===== config.mk =====
export PLATFORM = sky130hd
export DESIGN_NAME = regfile_ctx_seq
export DESIGN_NICKNAME = d
export VERILOG_FILES = /design/src/rtl/regfile_ctx_seq.sv
export SDC_FILE = /design/constraint.sdc
export NUM_CORES = 1
export LEC_CHECK = 0
export CORE_ASPECT_RATIO = 1.2
export CORE_MARGIN = 2
export CORE_UTILIZATION = 48
export DETAILED_ROUTE_END_ITERATION = 8
export HOLD_SLACK_MARGIN = 0.1
export PLACE_DENSITY = 0.85
export SLEW_MARGIN = 0
export SYNTH_ARGS = -nofsm -noshare
export SYNTH_HDL_FRONTEND = slang
export SYNTH_SLANG_ARGS = --single-unit
export TNS_END_PERCENT = 5

===== constraint.sdc =====
create_clock -name clk -period 5.75 [get_ports clk]
set_input_delay 1.15 -clock clk [delete_from_list [all_inputs] [get_ports clk]]
set_output_delay 1.15 -clock clk [all_outputs]
set_load 0.1 [all_outputs]

===== src/rtl/regfile_ctx_seq.sv =====
// regfile_ctx_seq: context save/restore sequencer for the LC-3 8x16 register file.
// While busy it owns the register-file ports (rf_own) and streams R0..R7 to
// memory at base+idx (save) or loads them back from base+idx (restore).
// Optional build macro: REGFILE_CTX_SKIP_R6_EN -- when defined, R6 (USP) is
// skipped in both directions (idx steps 5 -> 7); the frame layout is unchanged.
//
// Memory handshake: mem_req is raised in SV_WR / RS_RD and held, together with
// mem_we / mem_addr / mem_wdata, until mem_ack is sampled high on a rising
// edge; the transfer completes on that edge and mem_req drops in the next cycle.
module regfile_ctx_seq #(
  parameter int DATA_W = 16,
  parameter int ADDR_W = 16
) (
  input  logic              clk,
  input  logic              reset,
  input  logic              save_req,
  input  logic              restore_req,
  input  logic [ADDR_W-1:0] base_addr,
  output logic              busy,
  output logic              done,
  output logic              rf_own,
  output logic [2:0]        rf_sr1,
  input  logic [DATA_W-1:0] rf_sr1out,
  output logic [2:0]        rf_dr,
  output logic              rf_ld,
  output logic [DATA_W-1:0] rf_bus,
  output logic              mem_req,
  output logic              mem_we,
  output logic [ADDR_W-1:0] mem_addr,
  output logic [DATA_W-1:0] mem_wdata,
  input  logic              mem_ack,
  input  logic [DATA_W-1:0] mem_rdata
);

  typedef enum logic [2:0] {
    ST_IDLE  = 3'd0,
    ST_SV_RD = 3'd1,
    ST_SV_WR = 3'd2,
    ST_RS_RD = 3'd3,
    ST_RS_WR = 3'd4,
    ST_DONE  = 3'd5
  } state_t;

  state_t            state;
  state_t            state_nxt;
  logic [2:0]        idx;
  logic [2:0]        idx_nxt;
  logic              last_reg;
  logic [ADDR_W-1:0] base;
  logic [ADDR_W-1:0] addr_cur;
  logic [ADDR_W-1:0] addr_nxt;
  logic [ADDR_W-1:0] mem_addr_q;
  logic [DATA_W-1:0] mem_wdata_q;
  logic              mem_we_q;
  logic [DATA_W-1:0] rf_bus_q;

  // Register walk order and frame addresses (mod 2^ADDR_W, wrap is silent).
  always_comb begin
`ifdef REGFILE_CTX_SKIP_R6_EN
    idx_nxt = (idx == 3'd5) ? 3'd7 : idx + 3'd1;
`else
    idx_nxt = idx + 3'd1;
`endif
    last_reg = (idx == 3'd7);
    addr_cur = base + {{(ADDR_W-3){1'b0}}, idx};
    addr_nxt = base + {{(ADDR_W-3){1'b0}}, idx_nxt};
  end

  // State register; reset aborts any operation in flight.
  always_ff @(posedge clk) begin
    if (reset) state <= ST_IDLE;
    else       state <= state_nxt;
  end

  // Next-state logic; save wins over a simultaneous restore, and requests
  // outside IDLE are dropped.
  always_comb begin
    state_nxt = state;
    case (state)
      ST_IDLE: begin
        if (save_req)         state_nxt = ST_SV_RD;
        else if (restore_req) state_nxt = ST_RS_RD;
      end
      ST_SV_RD: state_nxt = ST_SV_WR;
      ST_SV_WR: if (mem_ack) state_nxt = last_reg ? ST_DONE : ST_SV_RD;
      ST_RS_RD: if (mem_ack) state_nxt = ST_RS_WR;
      ST_RS_WR: state_nxt = last_reg ? ST_DONE : ST_RS_RD;
      ST_DONE:  state_nxt = ST_IDLE;
      default:  state_nxt = ST_IDLE;
    endcase
  end

  // Datapath: frame base, register index and the registered memory/rf values.
  always_ff @(posedge clk) begin
    if (reset) begin
      idx         <= 3'd0;
      base        <= '0;
      mem_addr_q  <= '0;
      mem_wdata_q <= '0;
      mem_we_q    <= 1'b0;
      rf_bus_q    <= '0;
    end else begin
      case (state)
        ST_IDLE: begin
          if (save_req || restore_req) begin
            base       <= base_addr;
            idx        <= 3'd0;
            mem_addr_q <= base_addr;   // R0 address for a restore
            mem_we_q   <= 1'b0;
          end
        end
        ST_SV_RD: begin
          mem_wdata_q <= rf_sr1out;
          mem_addr_q  <= addr_cur;
          mem_we_q    <= 1'b1;
        end
        ST_SV_WR: begin
          if (mem_ack && !last_reg) idx <= idx_nxt;
        end
        ST_RS_RD: begin
          if (mem_ack) rf_bus_q <= mem_rdata;
        end
        ST_RS_WR: begin
          if (!last_reg) begin
            idx        <= idx_nxt;
            mem_addr_q <= addr_nxt;
          end
        end
        default: ;
      endcase
    end
  end

  // Per-state control outputs.
  always_comb begin
    busy    = 1'b0;
    rf_own  = 1'b0;
    done    = 1'b0;
    mem_req = 1'b0;
    rf_ld   = 1'b0;
    rf_sr1  = 3'd0;
    rf_dr   = 3'd0;
    case (state)
      ST_SV_RD: begin
        busy   = 1'b1;
        rf_own = 1'b1;
        rf_sr1 = idx;
      end
      ST_SV_WR, ST_RS_RD: begin
        busy    = 1'b1;
        rf_own  = 1'b1;
        mem_req = 1'b1;
      end
      ST_RS_WR: begin
        busy   = 1'b1;
        rf_own = 1'b1;
        rf_ld  = 1'b1;
        rf_dr  = idx;
      end
      ST_DONE: done = 1'b1;
      default: ;
    endcase
  end

  assign mem_addr  = mem_addr_q;
  assign mem_wdata = mem_wdata_q;
  assign mem_we    = mem_we_q;
  assign rf_bus    = rf_bus_q;

endmodule


Word level (Yosys, flattened, before mapping):

Cells that the tools add are included.

* multiplexer cells: 22
* add/sub/neg operators: 3
* eq/ne operators: 12
* reduce and logical (&&, ||, !) cells: 15

Operators by type and width (number)
* $pmux W16 S3: 1
* $mux W3: 11
* $add A16 B3 Y16: 2
* $mux W16: 2
* $pmux W3 S5: 1
* $ne A2 B2 Y1 const B: 5
* $eq A3 B3 Y1 const B: 3
* $pmux W3 S3: 1
* $eq A3 B2 Y1 const B: 2
* $reduce_and A2 Y1: 3
* $reduce_and A3 Y1: 2
* $reduce_bool A3 Y1: 2
* $mux W1: 5
* $reduce_and A4 Y1: 1
* $reduce_or A4 Y1: 1
* $add A3 B1 Y3 const B: 1
* $eq A3 B1 Y1 const B: 1
* $logic_not A3 Y1: 1
* $ne A3 B3 Y1 const B: 1
* $pmux W1 S2: 1
* $reduce_bool A2 Y1: 1
* $reduce_or A2 Y1: 1
* $logic_and A1 B1 Y1: 1
* $logic_not A1 Y1: 1
* $logic_or A1 B1 Y1: 1

* output and inout bits: 60
* register bits after elaboration: 71
* input port bits: 53
* word-level logic and storage cells: 59

Logic depth before layout (Yosys ltp):

* depth after elaboration: 5
* mapped depth: 12
* gate-level depth less buffers: 11

Worst setup path after synthesis:

Ideal clock, no wire load.

* path type: register -> output
* start: register state[2]
* end: output rf_own
* data required time: 4600 ps
* path slack: 1246 ps
* path buffers: 3
* stages on the path, launching flop included: 5
* arrival: 3354 ps
* cells stage by stage: dfxtp_1 > buf_4 > buf_2 > o21ai_0 > buf_4

* longest elaborated chain between the ends: 3
* elaborated cells between the ends (all ways): 6
* those cells by class: eq/ne (4); mux (1); reduce/logical (1)

Ends and longest elaborated chain
* from (decl): line 44 `state_t state;`
* from (signal assigned): line 72 `else state <= state_nxt;`
* $eq A3 B3 Y1 (tied with other cells)
* $reduce_or A4 Y1 (no line) (*)
* $mux W1 (*)
* to (decl): line 21 `output logic rf_own,`

Every way passes the cells marked *; elsewhere a longest branch is shown, timed or not.

Final worst setup path:

* start: register state[2]
* end: output rf_dr[1]

* longest elaborated chain between the ends: 2

Ends and longest elaborated chain
* $eq A3 B3 Y1: line 143 `case (state)`
* $mux W3: line 143
* to (decl): line 24 `output logic [2:0] rf_dr,`

Every way passes these cells.

==> summary.md <==
| Metric | Value |
|---|---|
| Status | `complete, no violations` |
| Max_cap viols | `0` |
| Slowest-stage cell, CP | `clkdlybuf4s50_1` |
| Crit end category | `primary output` |
| Clock power frac | `25.2%` |
| Share of the synthesized area in the top cell type | `44.58%` |
| FP Rows | `32` |
| Final WL | `8052 um` |
| Logic pwr share | `37.0%` |
| Startpoint Class | `flip-flop` |
| Detail Placement HPWL | `5566 um` |
| Met3 Wirelength | `706 um` |
| Hold path depth | `2` |
| FF+latch count, synth | `71` |
| Final Setup Violations | `0` |
| Final period utilization | `71.82%` |
| Critical Path AT | `2.98 ns` |
| Cell taking the most area after synthesis | `dfxtp_1` |
| DIE WIDTH | `78.40 um` |
| Top-count cell post-synth | `nand2_1` |
| Seq/Total Area, Yosys | `44.58%` |
| Worst Hold End | `mem_addr[2]$_SDFFE_PP0P_` |
| Global-route wire length before repair | `13140 um` |
| Clock tree sinks | `71` |
| Worst-path fanout max | `19` |
| Clock-pin slew on the worst setup and hold paths | `0.07 ns` |
| Internal Power | `0.9080 mW` |
| Highest Signal Layer | `met4` |
| Cells on worst reg2reg path | `9` |
| Multi-input gate area | `1628 um^2` |
| Drt initial violations | `184` |
| Vias in the first global route | `2888` |
| Leakage | `1.635 nW` |
| Post-synth EDFFs | `0` |
| Final hold violation count | `0` |
| H-tree depth reported by CTS | `3` |
| Syn Area/Cell | `8.030 um^2` |
| DR WL met2 | `3788 um` |
| Gr usage total | `22.41%` |
| TritonCTS clock tree | `built` |
| Vias per cell | `5.339` |
| Initial antenna violation count | `0` |
| Layout area overhead | `40.89%` |
| Grt ovf | `0` |
| Initial core utilization | `49.46%` |
| Cell area power density | `342.9 nW/um^2` |
| Vias | `3134` |
| DRT antenna net count | `0` |
| Placed Cells | `571` |
| Slowest stage delay, CP | `1.13 ns` |
| Core area | `6446 um^2` |
| Final Net Count | `556` |
| Hold Crit Start | `mem_addr[2]$_SDFFE_PP0P_` |
| Top cells by area, synth | `dfxtp_1 45%, nand2_1 14%, a21oi_1 10%` |
| Fmax | `0.2422 GHz` |
| Slew headroom | `27.00%` |
| Unique masters post-synth | `49` |
| Antenna fix cells | `0` |
| Root Buffer | `clkbuf_8` |
| Clock Latency Late Sink | `0.34 ns` |
| Register area | `1421 um^2` |
| Fraction of layout cells with a size suffix above 1 | `6.175%` |
| Metal1 wirelength | `3439 um` |
| Skew final | `0.006294 ns` |
| Layout Cells excl Fill | `587` |
| Mapped Nets | `456` |
| R2r endpoint | `mem_addr[15]$_SDFFE_PP0P_` |
| Post-synth design cell area | `3188 um^2` |
| Buffers added on ports | `112` |
| Setup bufs post-CTS | `0` |
| Overall power | `1.540 mW` |
| Die Ht | `93.28 um` |
| Clock tree buffer depth | `2` |
| Crit Path Class | `flip-flop to primary output` |
| Ys flop type | `dfxtp_1` |
| Final Critical Period | `4.130 ns` |
| DRC viols | `0` |
| CP bufs+invs | `1` |
| IO Count | `113` |
| TritonCTS Buffers | `9` |
| # resized after CTS | `0` |
| TNS Setup | `0 ns` |
| Asr flop ratio synth | `0%` |
| Worst Slack Setup Final | `1.620 ns` |
| RSZ-0062 raised after global routing | `false` |
| Hold WC Path Type | `flip-flop to flip-flop` |
| Final Max Slew Viols | `0` |
| Dpl ws | `2.028 ns` |
| Largest delay share family, worst path | `buffers and inverters` |
| Largest net degree at the start of global routing | `67` |
| Cells after Synth | `397` |
| Switching Power | `0.6321 mW` |
| Synth warn | `0` |
| Top post-synthesis cells by count | `119 x nand2_1, 71 x dfxtp_1, 64 x a21oi_1` |
| Sequential power share | `37.8%` |
| Reg2reg start | `state[2]$_SDFFE_PP0P_` |
| Max VDD drop | `0.0002067 V` |
| Worst R2R Setup Slack | `2.36 ns` |
| Drt first pass iters | `5` |
| Final Wtd Congestion | `0.8955` |
| Fillers | `525` |
| Die area | `7312 um^2` |
| Cell Chain, Critical Path | `nand2_1 -> nor2_2 -> and2_1 -> clkdlybuf4s50_1` |
| Switching share of power | `41.04%` |
| WP data required | `4.60 ns` |
| Avg WL per Cell | `13.72 um` |
| Worst-margin pin slew | `1.089 ns` |
| CTS Hold Bufs | `0` |
stage by stage:
| stage | area [um^2] | util, % | hold slack [ns] |
|---|---|---|---|
| after CTS | 4492 | 69.68 | 0.4514 |
| after floorplan | 3188 | - | 0.4406 |
| final | 4492 | 69.68 | 0.4503 |
| after global placement | 4302 | 66.73 | 0.4393 |
| after global routing | 4492 | 69.68 | 0.4822 |
| after detailed placement | 4302 | 66.73 | 0.4440 |
cells in the final DEF, fill, tap and decap left out, types with 5 or more instances in the layout:
cell type	netlist	routed
a21oi_1	64	64
and3_1	5	5
clkbuf_8	0	10
clkdlybuf4s50_1	0	111
dfxtp_1	71	71
ha_1	5	5
nand2_1	119	119
nand3_1	6	6
nor2_1	14	14
o22ai_1	5	5
xnor2_1	5	5
xor2_1	11	11
logic make-up after synthesis:
logic type | count (synthesis) | share of synthesized area [%]
muxes | 3 | 1.060
xor gates and xnor gates | 16 | 4.395
AOI/OAI and AO/OA | 102 | 19.39
adders and majority gates | 6 | 2.590
buffers and inverters | 29 | 4.552
DFF | 71 | 44.58
and+or+nand+nor | 170 | 23.43
routing by layer:
metal,vias to the layer above,GRT usage (%)
li1,1559,-
met1,1431,26.24
met2,133,38.29
met3,11,6.564
met4,0,9.211
met5,-,0
flip-flops by register name (all words and copies together) (netlist names):
name	flops
idx	3
base	16
mem_addr	16
mem_we	1
mem_wdata	16
state	3
rf_bus	16
final cells by class:
class	instances	share of cell area [%]
clock buffers	12	3.231
clock inverters	4	1.003
inverters	4	0.3343
multi-input cells	297	36.24
flip-flops and latches	71	31.64
well taps	85	2.368
repair buffers	114	25.18
how the worst max path moves through the flow:
stage / from / to / slack, ns / cells after the start
after detailed placement: state[0]$_SDFFE_PP0P_ / busy / 2.03 / 4
final: state[2]$_SDFFE_PP0P_ / rf_dr[1] / 1.62 / 4
after global placement: state[0]$_SDFFE_PP0P_ / busy / 2.11 / 4
after floorplan: state[2]$_SDFFE_PP0P_ / rf_own / 1.25 / 4
after CTS: state[2]$_SDFFE_PP0P_ / rf_dr[2] / 1.64 / 4
after global routing: state[0]$_SDFFE_PP0P_ / rf_own / 1.44 / 4
worst reg2reg max path: stages, from the launching register on:
cell and delay [ns]:
dfxtp_1 0.73, nand2_1 0.23, nor2_2 0.35, mux2_2 0.40, ha_1 0.35, nand3_1 0.17
a211oi_2 0.44, nand3_2 0.13, xor2_1 0.16, a2111oi_2 0.34
power by group through the flow:
stage	registers, mW	clock network (mW)	logic, mW
after floorplan	0.807	0	0.215
after detailed placement	0.593	0	0.569
after global placement	0.590	0	0.564
final	0.582	0.387	0.570
after CTS	0.581	0.395	0.571
after global routing	0.588	0.416	0.603
No activity file was read; power rests on OpenSTA's default activity.
==> RTL edit 1, RTL diff (config.mk and constraints unchanged) <==
Change the parameter `DATA_W` from 16 to 24.
--- a/src/rtl/regfile_ctx_seq.sv
+++ b/src/rtl/regfile_ctx_seq.sv
@@ -8,7 +8,7 @@
 // mem_we / mem_addr / mem_wdata, until mem_ack is sampled high on a rising
 // edge; the transfer completes on that edge and mem_req drops in the next cycle.
 module regfile_ctx_seq #(
-  parameter int DATA_W = 16,
+  parameter int DATA_W = 24,
   parameter int ADDR_W = 16
 ) (
   input  logic              clk,
Interface: changed (resized mem_rdata, mem_wdata, rf_bus and rf_sr1out); port bits go from 113 to 145. No check against the original RTL was run, so the function may have changed too.
==> RTL edit 1 against the unedited design <==
First-iteration DRC count down 22%. Sequential cell count rose by 16. Synthesized cell count increased by 17%. Combinational power is 13% higher. Via count grew 15%. Clock skew rose by 0.0059 ns. Cell area grew 19%. Sequential power grew 20%. Synthesized area grew 17%. Power increased by 16%. Worst setup slack lost 0.047 ns. Count of clock-buffer cells in the layout fell by 2. Die area grew 17%. Wire length grew 23%. Critical endpoint is now rf_dr[0]. Largest cell class unchanged.
==> RTL edit 1: results (changes against the unedited design) <==
status=complete, no violations (unchanged); vias in the first global route=3,478 (was 2,888); Leak Pwr=1.95 nW (was 1.63 nW); flop2flop setup slack=2.46 ns (was 2.36 ns); Net Count, Synth=539 (was 456); P_int=1.05 mW (was 0.908 mW); Rel. slew slack=0.126 (was 0.270); library cells used by synthesis=47 (was 49); Arr. time, crit path=3.03 ns (was 2.98 ns); hold_ws=0.457 ns (was 0.450 ns); vias after detailed routing=3,609 (was 3,134); skew final=0.0122 ns (was 0.00629 ns); maximum vdd drop=0.206 mV (was 0.207 mV); ranking of synthesized cells by area=dfxtp_1 (47%), nand2_1 (15%), a21oi_1 (9.9%) (was dfxtp_1 (45%), nand2_1 (14%), a21oi_1 (10%)); Hold EP=rf_bus[14]$_SDFFE_PP0P_ (was mem_addr[2]$_SDFFE_PP0P_); sequential share of the synthesized area=0.465 (was 0.446); Layout Nets=664 (was 556); Final GP Congestion=0.844 (was 0.896); pre-CTS WS=1.97 ns (was 2.03 ns); Detailed Route Iter0 Violations=144 (was 184); WL/cell=14.4 um (was 13.7 um); Post-synth top cells=nand2_1 (146), dfxtp_1 (87), a21oi_1 (74) (was nand2_1 (119), dfxtp_1 (71), a21oi_1 (64)); Buffers on Ports=144 (was 112); DP Wirelength=6950 um (was 5570 um); GRT Util Overall=0.231 (was 0.224); Clock Pin Slew Worst Setup and Hold Paths=0.09 ns (was 0.07 ns); global-route wire length before repair=16,000 um (was 13,100 um); placed cells=670 (was 571); post-place instance area=0.00515 mm2 (was 0.00430 mm2); cells after synthesis=464 (was 397); share of layout cells above drive strength 1=0.0505 (was 0.0618); Worst Hold Launch=rf_bus[14]$_SDFFE_PP0P_ (was mem_addr[2]$_SDFFE_PP0P_); largest net degree at the start of global routing=81 (was 67)
==> RTL edit 1: how the worst max path moves through the flow <==
stage	startpoint	to	slack, ns	depth (start not counted)
after floorplan	state[1]$_SDFFE_PP0P_	rf_own	2.34	4
after global placement	state[2]$_SDFFE_PP0P_	rf_dr[0]	2.08	4
after detailed placement	state[2]$_SDFFE_PP0P_	rf_dr[0]	1.97	4
after CTS	state[2]$_SDFFE_PP0P_	rf_dr[0]	1.57	4
after global routing	state[2]$_SDFFE_PP0P_	rf_dr[0]	1.37	4
final	state[2]$_SDFFE_PP0P_	rf_dr[0]	1.57	4
==> RTL edit 1: layout make-up <==
type / count / area [um2]
multi-input combinational: 342 / 1830
sequential: 87 / 1740
clock buffer: 10 / 138
timing repair buffer: 147 / 1460
inverter: 2 / 7.51
clock inverter: 6 / 68.8
fill: 586 / 2260
tap: 92 / 115
==> RTL edit 1: worst max-delay path, stage by stage, from the launching register on <==
cell	delay, ns
dfxtp_1	0.61
nor2b_1	0.26
nor2b_1	0.48
and2_1	0.20
clkdlybuf4s50_1	1.13
==> RTL edit 1: cells by family (layout without fill, tap and decap cells) <==
kind of cell             after synthesis  after routing  share of synthesized area
adder cells (fa/ha/maj)                6              6                     0.0221
AND/OR/NAND/NOR                      200            200                      0.235
buffers and inverters                 35            165                     0.0455
XOR/XNOR                              16             16                     0.0374
flip-flops                            87             87                      0.465
multiplexers                           4              4                     0.0117
AO/OA/AOI/OAI                        116            116                      0.183
==> RTL edit 1: layer usage <==
| metal | global-route usage | wire, um | vias to the layer above |
|---|---|---|---|
| met3 | 0.0442 | 715 | 16 |
| li1 | - | - | 1812 |
| met5 | 0 | 0 | - |
| met4 | 0.109 | 150 | 0 |
| met2 | 0.403 | 5060 | 146 |
| met1 | 0.273 | 3980 | 1635 |
==> RTL edit 1: power by group through the flow <==
| stage | registers (mW) | logic [mW] | clock network [mW] |
|---|---|---|---|
| 2_1_floorplan | 0.963 | 0.231 | 0 |
| 3_3_place_gp | 0.708 | 0.640 | 0 |
| 3_5_place_dp | 0.712 | 0.646 | 0 |
| 4_1_cts | 0.698 | 0.648 | 0.445 |
| 5_1_grt | 0.707 | 0.679 | 0.473 |
| 6_report | 0.699 | 0.645 | 0.438 |
==> RTL edit 2, RTL diff (config.mk and constraints unchanged) <==
Made on the original files. Make the reset (`reset`) asynchronous in 2 clocked blocks.
--- a/src/rtl/regfile_ctx_seq.sv
+++ b/src/rtl/regfile_ctx_seq.sv
@@ -67,7 +67,7 @@
   end
 
   // State register; reset aborts any operation in flight.
-  always_ff @(posedge clk) begin
+  always_ff @(posedge clk or posedge reset) begin
     if (reset) state <= ST_IDLE;
     else       state <= state_nxt;
   end
@@ -91,7 +91,7 @@
   end
 
   // Datapath: frame base, register index and the registered memory/rf values.
-  always_ff @(posedge clk) begin
+  always_ff @(posedge clk or posedge reset) begin
     if (reset) begin
       idx         <= 3'd0;
       base        <= '0;
Formal check against the unedited RTL: differs if reset is asserted again (counterexample within 4 cycles, from zero or initial values and one cycle with reset high); with reset held inactive, the same outputs for 10 cycles.
==> RTL edit 2 against the unedited design <==
Largest cell class is now registers. Highest routed layer unchanged. Synthesized area increased by 3.6%. Worst setup slack improved by 0.19 ns. Critical endpoint is now rf_dr[0]. Sequential cell count unchanged. Wire length decreased by 8.2%. Global-route usage decreased by 1.6 points. Cell area increased by 5.0%. Non-clock buffer count increased by 1.
Power is left out: the tool's default activity adds up to more than one toggle a clock period on the data nets, which glitch-free logic cannot reach.
==> RTL edit 2: results (changes against the unedited design) <==
sequential share of the synthesized area=0.538 (was 0.446); reg-to-reg endpoint=mem_addr[15]$_DFFE_PP0P_ (was mem_addr[15]$_SDFFE_PP0P_); diode count=0 (unchanged); Final GP Congestion=0.778 (was 0.896); Tightest Pin Transition=1.01 ns (was 1.09 ns); global-route wire length before repair=12,100 um (was 13,100 um); DR pass1 iterations=4 (was 5); # fillers=493 (was 525); Buffers on Ports=112 (unchanged); skew final=0.0102 ns (was 0.00629 ns); CTS Root Cell=clkbuf_8 (unchanged); largest net degree at the start of global routing=55 (was 67); flop2flop setup slack=2.31 ns (was 2.36 ns); CTS Buffer Depth=2 (unchanged); DR WL met3=510 um (was 706 um); Yosys warning count=0 (unchanged); Arr. time, crit path=2.79 ns (was 2.98 ns); DP Wirelength=5320 um (was 5570 um); Critical Path End=rf_dr[0] (was rf_dr[1]); vias per cell=5.25 (was 5.34); CP max-delay cell=clkdlybuf4s50_1 (unchanged); CTS-repair resized insts=0 (unchanged); WL/cell=15.7 um (was 13.7 um); asr flop ratio synth=1.00 (was 0); Post-CTS Setup Bufs=0 (unchanged); vias in the first global route=2,576 (was 2,888); Skew-Pair Late Insertion Delay=0.34 ns (about the same); worst flop-to-flop path startpoint=state[1]$_DFFE_PP0P_ (was state[2]$_SDFFE_PP0P_); Detailed Route Iter0 Violations=113 (was 184); library cells used by synthesis=42 (was 49); status=complete, no violations (unchanged); Hold WC Path Type=register to register (unchanged); share of layout cells above drive strength 1=0.190 (was 0.0618); GRT Util Overall=0.208 (was 0.224); ranking of synthesized cells by area=dfrtp_1 (54%), mux2_2 (17%), o21ai_0 (2.1%) (was dfxtp_1 (45%), nand2_1 (14%), a21oi_1 (10%)); CTS Buf Count=9 (unchanged); Post-synth top cells=dfrtp_1 (71), mux2_2 (51), nand2_1 (17) (was nand2_1 (119), dfxtp_1 (71), a21oi_1 (64)); WL met1=3000 um (was 3440 um); antenna violations before repair=0 (unchanged); CP Max Fanout=10 (was 19); worst r2r path cells=9 (unchanged); Net Count, Synth=328 (was 456); Layout Nets=440 (was 556); WL met2=3720 um (was 3790 um)
-- RTL edit 2: cell types whose count changed in the layout (fill, tap and decap cells not counted), moves of 4 or more --
cell / delta
a22oi_1: +5
a21oi_1: -61
o22ai_1: -4
dfrtp_1: +71
dfxtp_1: -71
nand2_1: -102
mux2_2: +48
xor2_1: -5
o21ai_0: +10
-- RTL edit 2: worst max-delay path, delay by kind of cell (launching register included) --
kind	cells	cell delay, ns
buffers and inverters	1	1.13
flip-flops	1	0.48
AND/OR/NAND/NOR	3	0.83
-- RTL edit 2: through the flow --
step / utilization / hold slack (ns) / area [um2] / cells / worst slack [ns]
after floorplan: - / 0.487 / 3300 / 269 / 1.49
after global placement: 0.665 / 0.474 / 4470 / 457 / 2.26
after detailed placement: 0.665 / 0.480 / 4470 / 457 / 2.17
after CTS: 0.701 / 0.503 / 4720 / 472 / 1.80
after global routing: 0.701 / 0.523 / 4720 / 472 / 1.67
final: 0.701 / 0.504 / 4720 / 472 / 1.81
-- RTL edit 2: cells by family (layout without fill, tap and decap cells) --
group           Yosys count  in the layout  share of synthesized area
compound gates           45             45                     0.0925
xor+xnor                 14             14                     0.0371
fa+ha+maj                 6              6                     0.0250
buf+inv                  18            134                     0.0303
flops                    71             71                      0.538
mux                      52             52                      0.177
simple gates             63             63                      0.100
-- RTL edit 2: layer usage --
| layer | up-vias | track usage |
|---|---|---|
| li1 | 1184 | - |
| met1 | 1200 | 0.255 |
| met2 | 78 | 0.339 |
| met3 | 15 | 0.0717 |
| met4 | 0 | 0.0805 |
| met5 | - | 0 |
-- RTL edit 2: final cells by class --
cell class	count	area share
repair buffers	115	0.242
well taps	87	0.0231
flip-flops and latches	71	0.377
multi-input cells	180	0.303
clock inverters	5	0.0225
inverters	4	0.00318
clock buffers	10	0.0292
-- RTL edit 2: worst min-delay path by stage --
| stage | endpoint | slack (ns) | depth (start not counted) | start |
|---|---|---|---|---|
| 6_report | mem_addr[2]$_DFFE_PP0P_ | 0.50 | 2 | mem_addr[2]$_DFFE_PP0P_ |
| 4_1_cts | mem_addr[2]$_DFFE_PP0P_ | 0.50 | 2 | mem_addr[2]$_DFFE_PP0P_ |
| 5_1_grt | mem_addr[8]$_DFFE_PP0P_ | 0.52 | 1 | mem_addr[8]$_DFFE_PP0P_ |
| 3_3_place_gp | mem_addr[8]$_DFFE_PP0P_ | 0.47 | 1 | mem_addr[8]$_DFFE_PP0P_ |
| 2_1_floorplan | base[0]$_DFFE_PP0P_ | 0.49 | 1 | base[0]$_DFFE_PP0P_ |
| 3_5_place_dp | mem_addr[2]$_DFFE_PP0P_ | 0.48 | 2 | mem_addr[2]$_DFFE_PP0P_ |
